### src/rtl/seg7_pkg.sv
`default_nettype none
// ============================================================================
//  Module      : seg7_pkg
//  Description : Shared constants for the 8-digit seven-segment scanner:
//                digit count, all-off pattern and the hex segment map.
//  Revision    : 1.0  initial release
// ============================================================================
package seg7_pkg;

   localparam int NUM_DIGITS = 8;

   // Active-low blank pattern: every segment and the decimal point off.
   localparam logic [7:0] SEG_OFF = 8'hFF;

   // Hex glyphs, active-low, bit order {dp,g,f,e,d,c,b,a}; dp always off.
   // Entry 15 sits in the most-significant byte, entry 0 in the least.
   localparam logic [15:0][7:0] SEG_LUT = {
      8'h8E, 8'h86, 8'hA1, 8'hC6,   // F E d C
      8'h83, 8'h88, 8'h90, 8'h80,   // b A 9 8
      8'hF8, 8'h82, 8'h92, 8'h99,   // 7 6 5 4
      8'hB0, 8'hA4, 8'hF9, 8'hC0    // 3 2 1 0
   };

   // Nibble to active-low segment pattern.
   function automatic logic [7:0] seg_of(input logic [3:0] nib);
      return SEG_LUT[nib];
   endfunction

endpackage
`default_nettype wire

### src/rtl/seg7_decode.sv
`default_nettype none
// ============================================================================
//  Module      : seg7_decode
//  Description : Combinational hex nibble to active-low seven-segment pattern.
//  Revision    : 1.0  initial release
// ============================================================================
module seg7_decode
   import seg7_pkg::*;
(
   input  logic [3:0] nibble,
   output logic [7:0] segments
);

   // Pure table lookup; dp bit comes out of the table as 1 (off).
   always_comb begin
      segments = seg_of(nibble);
   end

endmodule
`default_nettype wire

### src/rtl/seg7_scanner.sv
`default_nettype none
// ============================================================================
//  Module      : seg7_scanner
//  Description : Time-multiplexes a 32-bit value as 8 hex digits onto a
//                common-anode display. Writes are shadowed and only become
//                visible at a frame boundary so no frame mixes two values.
//  Revision    : 1.0  initial release
// ============================================================================
module seg7_scanner
   import seg7_pkg::*;
#(
   parameter int SCAN_DIV = 100000,
   parameter int BLANK_LZ = 1
)(
   input  logic        clk,
   input  logic        rst,
   input  logic        disp_we,
   input  logic [31:0] disp_data,
   output logic [7:0]  digitalLocation,
   output logic [7:0]  digitalStates
);

   localparam int CNT_W = (SCAN_DIV > 1) ? $clog2(SCAN_DIV) : 1;
   localparam logic [CNT_W-1:0] CNT_LAST = CNT_W'(SCAN_DIV - 1);
   localparam logic [2:0]       IDX_LAST = 3'(NUM_DIGITS - 1);

   logic [CNT_W-1:0] cnt;
   logic [2:0]       idx;
   logic [31:0]      shadow;
   logic             pending;
   logic [31:0]      shown;

   logic             tick;
   logic             frame_wrap;
   logic [3:0]       cur_nibble;
   logic [7:0]       cur_seg;
   logic [7:0]       lz_blank;
   logic             cur_blank;

   assign tick       = (cnt == CNT_LAST);
   assign frame_wrap = tick && (idx == IDX_LAST);

   // Prescaler: one digit slot every SCAN_DIV cycles.
   always_ff @(posedge clk) begin
      if (rst)       cnt <= '0;
      else if (tick) cnt <= '0;
      else           cnt <= cnt + CNT_W'(1);
   end

   // Digit index advances on each slot boundary and wraps 7 -> 0.
   always_ff @(posedge clk) begin
      if (rst)       idx <= '0;
      else if (tick) idx <= idx + 3'd1;
   end

   // Shadow capture and frame-boundary commit. A write in the commit cycle
   // is ordered after the commit so the older shadow is what gets shown and
   // the new value stays pending for the next frame.
   always_ff @(posedge clk) begin
      if (rst) begin
         shadow  <= '0;
         pending <= 1'b0;
         shown   <= '0;
      end else begin
         if (frame_wrap && pending) begin
            shown   <= shadow;
            pending <= 1'b0;
         end
         if (disp_we) begin
            shadow  <= disp_data;
            pending <= 1'b1;
         end
      end
   end

   // Leading-zero detection per digit; digit 0 is never blanked.
   assign lz_blank[0] = 1'b0;
   generate
      for (genvar i = 1; i < NUM_DIGITS; i++) begin : g_lz
         assign lz_blank[i] = (BLANK_LZ != 0) && (shown[31:4*i] == '0);
      end
   endgenerate

   assign cur_blank  = lz_blank[idx];
   assign cur_nibble = shown[{idx, 2'b00} +: 4];

   seg7_decode u_decode (
      .nibble   (cur_nibble),
      .segments (cur_seg)
   );

   // Registered outputs; at most one anode is driven low at any time.
   always_ff @(posedge clk) begin
      if (rst) begin
         digitalLocation <= SEG_OFF;
         digitalStates   <= SEG_OFF;
      end else if (cur_blank) begin
         digitalLocation <= SEG_OFF;
         digitalStates   <= SEG_OFF;
      end else begin
         digitalLocation <= ~(8'b1 << idx);
         digitalStates   <= cur_seg;
      end
   end

endmodule
`default_nettype wire

### config.mk
export PLATFORM = sky130hd
export DESIGN_NAME = seg7_scanner
export DESIGN_NICKNAME = d
export VERILOG_FILES = /design/src/rtl/seg7_pkg.sv /design/src/rtl/seg7_decode.sv /design/src/rtl/seg7_scanner.sv
export SDC_FILE = /design/constraint.sdc
export NUM_CORES = 1
export LEC_CHECK = 0
export ABC_CLOCK_PERIOD_IN_PS = 2700
export BUFFER_PORTS_ARGS = -buffer_cell sky130_fd_sc_hd__buf_2
export CORE_MARGIN = 1
export CORE_UTILIZATION = 58
export DETAILED_ROUTE_END_ITERATION = 6
export PLACE_DENSITY = 0.88
export SETUP_SLACK_MARGIN = 0.02
export SLEW_MARGIN = 20
export SYNTH_ARGS = -nofsm -noshare
export SYNTH_HDL_FRONTEND = slang
export SYNTH_HIERARCHICAL = 1
export SYNTH_SLANG_ARGS = --single-unit
### constraint.sdc
create_clock -name clk -period 2.7 [get_ports clk]
set_input_delay 0.135 -clock clk [delete_from_list [all_inputs] [get_ports clk]]
set_output_delay 0.135 -clock clk [all_outputs]
set_load 0.01 [all_outputs]
# Word level (Yosys, flattened, before mapping)
# Memories as Yosys holds them, arrays and structs flattened. A register that Yosys moved wholly into a read port is not among the register bits.
# Index checks and enable logic that the tools add are counted.
[classes]
n_addsub = 2
magnitude_cmp = 1
n_eq_ne = 2
shifts = 2
muxes = 4
n_bitwise = 1
n_reduce_logical = 12
[op_table]
columns = ["cell", "count"]
rows = [
  ["32-bit by 6-bit indexed part select with 4-bit output", 1],
  ["28-bit logical NOT", 1],
  ["24-bit logical NOT", 1],
  ["20-bit logical NOT", 1],
  ["17-bit by 1-bit adder with 17-bit output (second input constant)", 1],
  ["17-bit equality test (second input constant)", 1],
  ["16-bit logical NOT", 1],
  ["12-bit logical NOT", 1],
  ["8-bit logical NOT", 1],
  ["8-bit NOT", 1],
  ["1-bit by 3-bit << shifter with 8-bit output (first input constant)", 1],
  ["4-bit logical NOT", 1],
  ["3-bit by 4-bit less-than comparator with 1-bit output (second input constant)", 1],
  ["2-bit OR reduction", 2],
  ["3-bit by 1-bit adder with 3-bit output (second input constant)", 1],
  ["1-bit binary-select mux with 3-bit select", 1],
  ["3-bit equality test (second input constant)", 1],
  ["1-bit two-way mux", 3],
  ["1-bit logical AND", 2],
  ["2-bit nonzero test", 1],
]
[word_totals]
reg_bits = 93
romBits = 128
output_inout_bits = 16
n_memories = 1
[memory_table]
columns = ["memory", "words", "width", "rd", "rd_ports_with_merged_regs", "wr", "line_no", "text"]
rows = [
  ["(no name shown)", 16, 8, 1, 1, 0, "seg7_pkg.sv:26", "return SEG_LUT[nib];"],
]

# Logic depth before layout (Yosys ltp)
[logic_depth]
word_depth = 5
depth_mapped = 11
ltp_nobuf = 10

# Hierarchy
# The synthesis kept the hierarchy.
[by_module_without_submodules]
columns = ["module", "n_inst", "cells_each", "area_per_inst_um2", "seq_area_each_um2"]
rows = [
  ["seg7_scanner", 1, 448, 4210.3, 2021.9],
  ["seg7_decode", 1, 37, 282.8, 0.0],
]

# Worst setup path after synthesis
# No wires, ideal clock.
[synth_timing]
kind = "reg-to-reg"
start = "register idx[0]"
end = "register digitalStates[3]"
arrival_time_ns = 2.107
required_ns = 2.583
path_slack_ns = 0.476
stages_incl_launch_ff = 11
path_buffers = 1
synth_period_minus_slack_ns = 2.224
cell_sequence = "dfxtp_1 > buf_2 > mux4_2 > nand2_1 > nand2_1 > ha_1 > or2_1 > a21oi_1 > a31oi_1 > nor2_1 > o21ai_2"
[synth_between]
elab_cells_between_ends = 4
cone_classes = "shift (1); mux (2); reduce/logical (1)"
[synth_lines]
columns = ["element", "line_no", "text"]
rows = [
  ["start, declared", "seg7_scanner.sv:28", "logic [2:0] idx;"],
  ["start signal, assigned", "seg7_scanner.sv:53", "else if (tick) idx <= idx + 3'd1;"],
  ["32-bit by 6-bit indexed part select with 4-bit output", "seg7_scanner.sv:85", "assign cur_nibble = shown[{idx, 2'b00} +: 4];"],
  ["net cur_nibble[0]", "seg7_scanner.sv:35", "logic [3:0] cur_nibble;"],
  ["end, declared", "seg7_scanner.sv:20", "output logic [7:0] digitalStates"],
]
# The timed path passes the listed nets, and every way through them passes these cells. The select of a mux whose other input is x is not followed.
# A chain may end at the register's enable or synchronous reset.

# Final worst setup path
[layout_timing]
start = "register idx[1]"
end = "register digitalStates[3]"
# The elaborated chain is that of the path after synthesis.

==> summary.txt <==
Synthesis
  • Post-synth ARST share: 0%
  • Synthesis-stage register bit count: between 100 and 150
  • Sequential area share after synthesis: 45.0%
  • Synthesized area: about 0.0045 sq mm
  • Synth top area cells: dfxtp_1, mux2i_1, nor2_1
  • Main synth FF type: dfxtp_1
  • Syn_nets: 534
  • Post-synth top area cell: dfxtp_1
  • Top cell type's share of synthesized area: 45.0%
  • YS warnings: 6
  • Post-synth EDFFs: 0
  • Mean post-synth cell area: 9.26 sq um
  • Post-Synthesis Cells: 485
  • Netlist cell types: 49

Finish
  • Share of cells above drive strength 1: 19.5%
  • Multi-input gate area: between 0.002 and 0.0025 sq mm
  • Fin nets: 571
  • Fill count: 563
  • Final Util: 67.9%
  • Storage element area: 0.00202 sq mm
  • Number of diodes: 0
  • Area grow syn2layout: 11.4%

Floorplanning
  • Die height: 90.0 um
  • Initial Util: 61.0%
  • Die area: around 0.0081 sq mm
  • Num rows: 31
  • Die Wd: 90.0 um
  • Core area: 0.00737 sq mm
  • Ports: between 50 and 60

Timing
  • Fin. Hold Viols: 0
  • Rel. slew slack: around 37%
  • Hold Slack: 0.00615 ns
  • Worst-Margin Slew: 0.942 ns
  • Clock Skew: 0.0176 ns
  • Crit path time final: between 2 and 2.5 ns
  • Final period util: 87.8%
  • Max Slew Vio Count: 0
  • RSZ-0062 raised after global routing: no
  • Final setup TNS: 0 ns
  • Fmax: 0.422 GHz
  • Final setup viols: 0

Detailed routing
  • Avg WL per Cell: 14.9 um
  • DR vias: around 3.7k
  • DR DRC count: 0
  • Iteration-0 DRC count of the detailed router: 239
  • Drt via density: 5.88
  • Detailed-router iteration count before antenna repair: 5
  • Number of routed nets with antenna violations: 0
  • Post-Route WL: between 9 and 10 mm

Global routing
  • Global-route wire length before repair: approximately 16 mm
  • Grt ovf: 0
  • Vias in the first global route: 3469
  • Largest net degree at the start of global routing: 58
  • GRT Total Usage: between 20 and 25%
  • Antenna violations before repair: 0

Worst setup path
  • Arr. time, crit path: 2.60 ns
  • Critical Path Most Common Cell: nand2_1
  • Reg-to-Reg End: digitalStates[3]
  • Crit start category: flip-flop
  • CP endpoint kind: flip-flop
  • Crit path buffers/inverters: 0
  • Worst r2r path cells: 9
  • Crit-path max FO: 14
  • FF-to-FF Start: idx[1]
  • CP Data Required Time: between 2 and 3 ns
  • Crit-path slowest cell: dfxtp_1
  • Critical path, cell by cell: mux4_2, nand2_1, nand2_1, ha_1, or2_1, a21oi_1, a31oi_1, nor2_1, o21ai_2
  • Critical path's largest stage delay: 0.66 ns
  • Slack of the worst reg-to-reg path: 0.33 ns
  • Critical path class: flip-flop to flip-flop
  • Cell family with most CP delay: flip-flops

Place
  • GP Congestion: 0.926
  • Detailed placement HPWL: a little over 6 mm
  • I/O Buffers: 50

Clocking
  • Num CTS Buffers: 9
  • CTS tree: yes
  • Root buf cell: clkbuf_8
  • Max clock buf depth: 2
  • Clock Latency Late Sink: approximately 0.37 ns
  • Clock Sinks: 101
  • Htree depth: 3
  • Clock-pin slew on the worst setup and hold paths: 0.09 ns

Power and ir drop
  • Final Total Pwr: 2.76 mW
  • Power Density: 551 mW/mm^2
  • Worst VDD drop: 0.000534 V
  • Leak: 1.97 nW

Run
  • Max-Cap Viols: 0

Min path
  • Worst min-delay path class: input pin to flip-flop
  • Hold path cells: 3
  • WHS Endpoint: shadow[10]
  • Min-delay src: disp_data[10]

Status
  • Outcome: complete, no violations
-- worst max-delay path by stage --
| stage | startpoint | endpoint | slack (ns) | depth (start not counted) |
|---|---|---|---|---|
| final | idx[1] | digitalStates[3] | 0.33 | 9 |
| after global placement | idx[0] | digitalStates[3] | 0.55 | 10 |
| after floorplan | idx[0] | digitalStates[3] | 0.48 | 10 |
| after global routing | idx[1] | digitalStates[3] | 0.13 | 9 |
| after detailed placement | idx[0] | digitalStates[3] | 0.45 | 10 |
| after CTS | idx[0] | digitalStates[3] | 0.36 | 10 |
-- cells in the final DEF, fill, tap and decap left out, types with 9 or more instances in the layout --
cell      netlist  final
nor2_1         61     61
clkbuf_8        0     11
dfxtp_1       101    101
o21ai_0        40     40
buf_2           4     50
ha_1           14     14
a21oi_1        36     36
nand2_1        28     28
nand3_1        41     41
inv_1           9      9
buf_4           7     10
mux2i_1        33     33
-- area by class of cell --
type                    instances  area share [%]
clock buffers                  12            3.10
inverters                      10           0.800
repair buffers                 64            7.30
flip-flops and latches        101            40.4
multi-input cells             336            44.4
clock inverters                 4            1.55
well taps                      99            2.48
-- synth_stat cells, types with 2 or more instances --
cell / number
or4_1: 3
nor4b_1: 2
a31oi_1: 2
mux4_2: 8
o21ai_0: 40
dfxtp_1: 101
buf_4: 7
o21a_1: 2
nor4_1: 6
ha_1: 14
nand2_1: 28
o211ai_1: 4
xor2_1: 7
and4bb_2: 2
nor2_1: 61
buf_2: 4
o21ai_1: 4
clkbuf_1: 22
xnor2_1: 7
and4_1: 3
and2_1: 2
o21ai_2: 8
a21oi_1: 36
nand3_1: 41
nand4_1: 3
inv_1: 9
mux2i_1: 33
buf_6: 5
-- metal layers --
metal / vias to the layer above / share of wire [%] / track usage [%]
li1: 1772 / - / -
met1: 1742 / 44 / 30.7
met2: 140 / 48 / 39.4
met3: 26 / 5.5 / 5.75
met4: 0 / 2.5 / 9.01
met5: - / 0 / 0
-- per-stage QoR --
stage | worst slack (ns) | std cells | cell area (sq um)
floorplan | 0.476 | 485 | 4490
global placement | 0.555 | 606 | 4730
detailed placement | 0.448 | 606 | 4730
CTS | 0.364 | 626 | 5000
global route | 0.126 | 626 | 5000
finish | 0.330 | 626 | 5000
-- sequential cells by signal, indices dropped and copies added (netlist names) --
register	count
digitalLocation	8
shadow	32
idx	3
shown	32
cnt	17
digitalStates	8
pending	1
-- tightest hold or removal path, stage by stage --
cell and delay, ns:
buf_2 0.07, mux2i_1 0.05, nor2_1 0.07
-- timing repair --
| action | 4_1_cts | 5_1_grt |
|---|---|---|
| resized for setup | 0 | 0 |
| buffers inserted | 0 | 0 |
| hold buffers | 4 | 0 |
| endpoints found under the hold margin | 4 | 0 |
| setup endpoints to repair | 0 | 0 |
-- power breakdown --
group / internal [mW] / total (mW) / switching [mW]
combinational: 0.0637 / 0.134 / 0.0706
sequential: 1.53 / 1.55 / 0.0221
clock: 0.578 / 1.07 / 0.495
total: 2.17 / 2.76 / 0.588
-- cell families after synthesis --
| logic type | Yosys count | synth area share [%] |
|---|---|---|
| flops | 101 | 45.0 |
| compound gates | 102 | 13.0 |
| other cells | 1 | 0.0835 |
| buf+inv | 48 | 5.60 |
| mux | 42 | 11.6 |
| xor+xnor | 14 | 2.73 |
| fa+ha+maj | 14 | 3.90 |
| simple gates | 163 | 18.0 |
(Power assumes the default switching activity.)
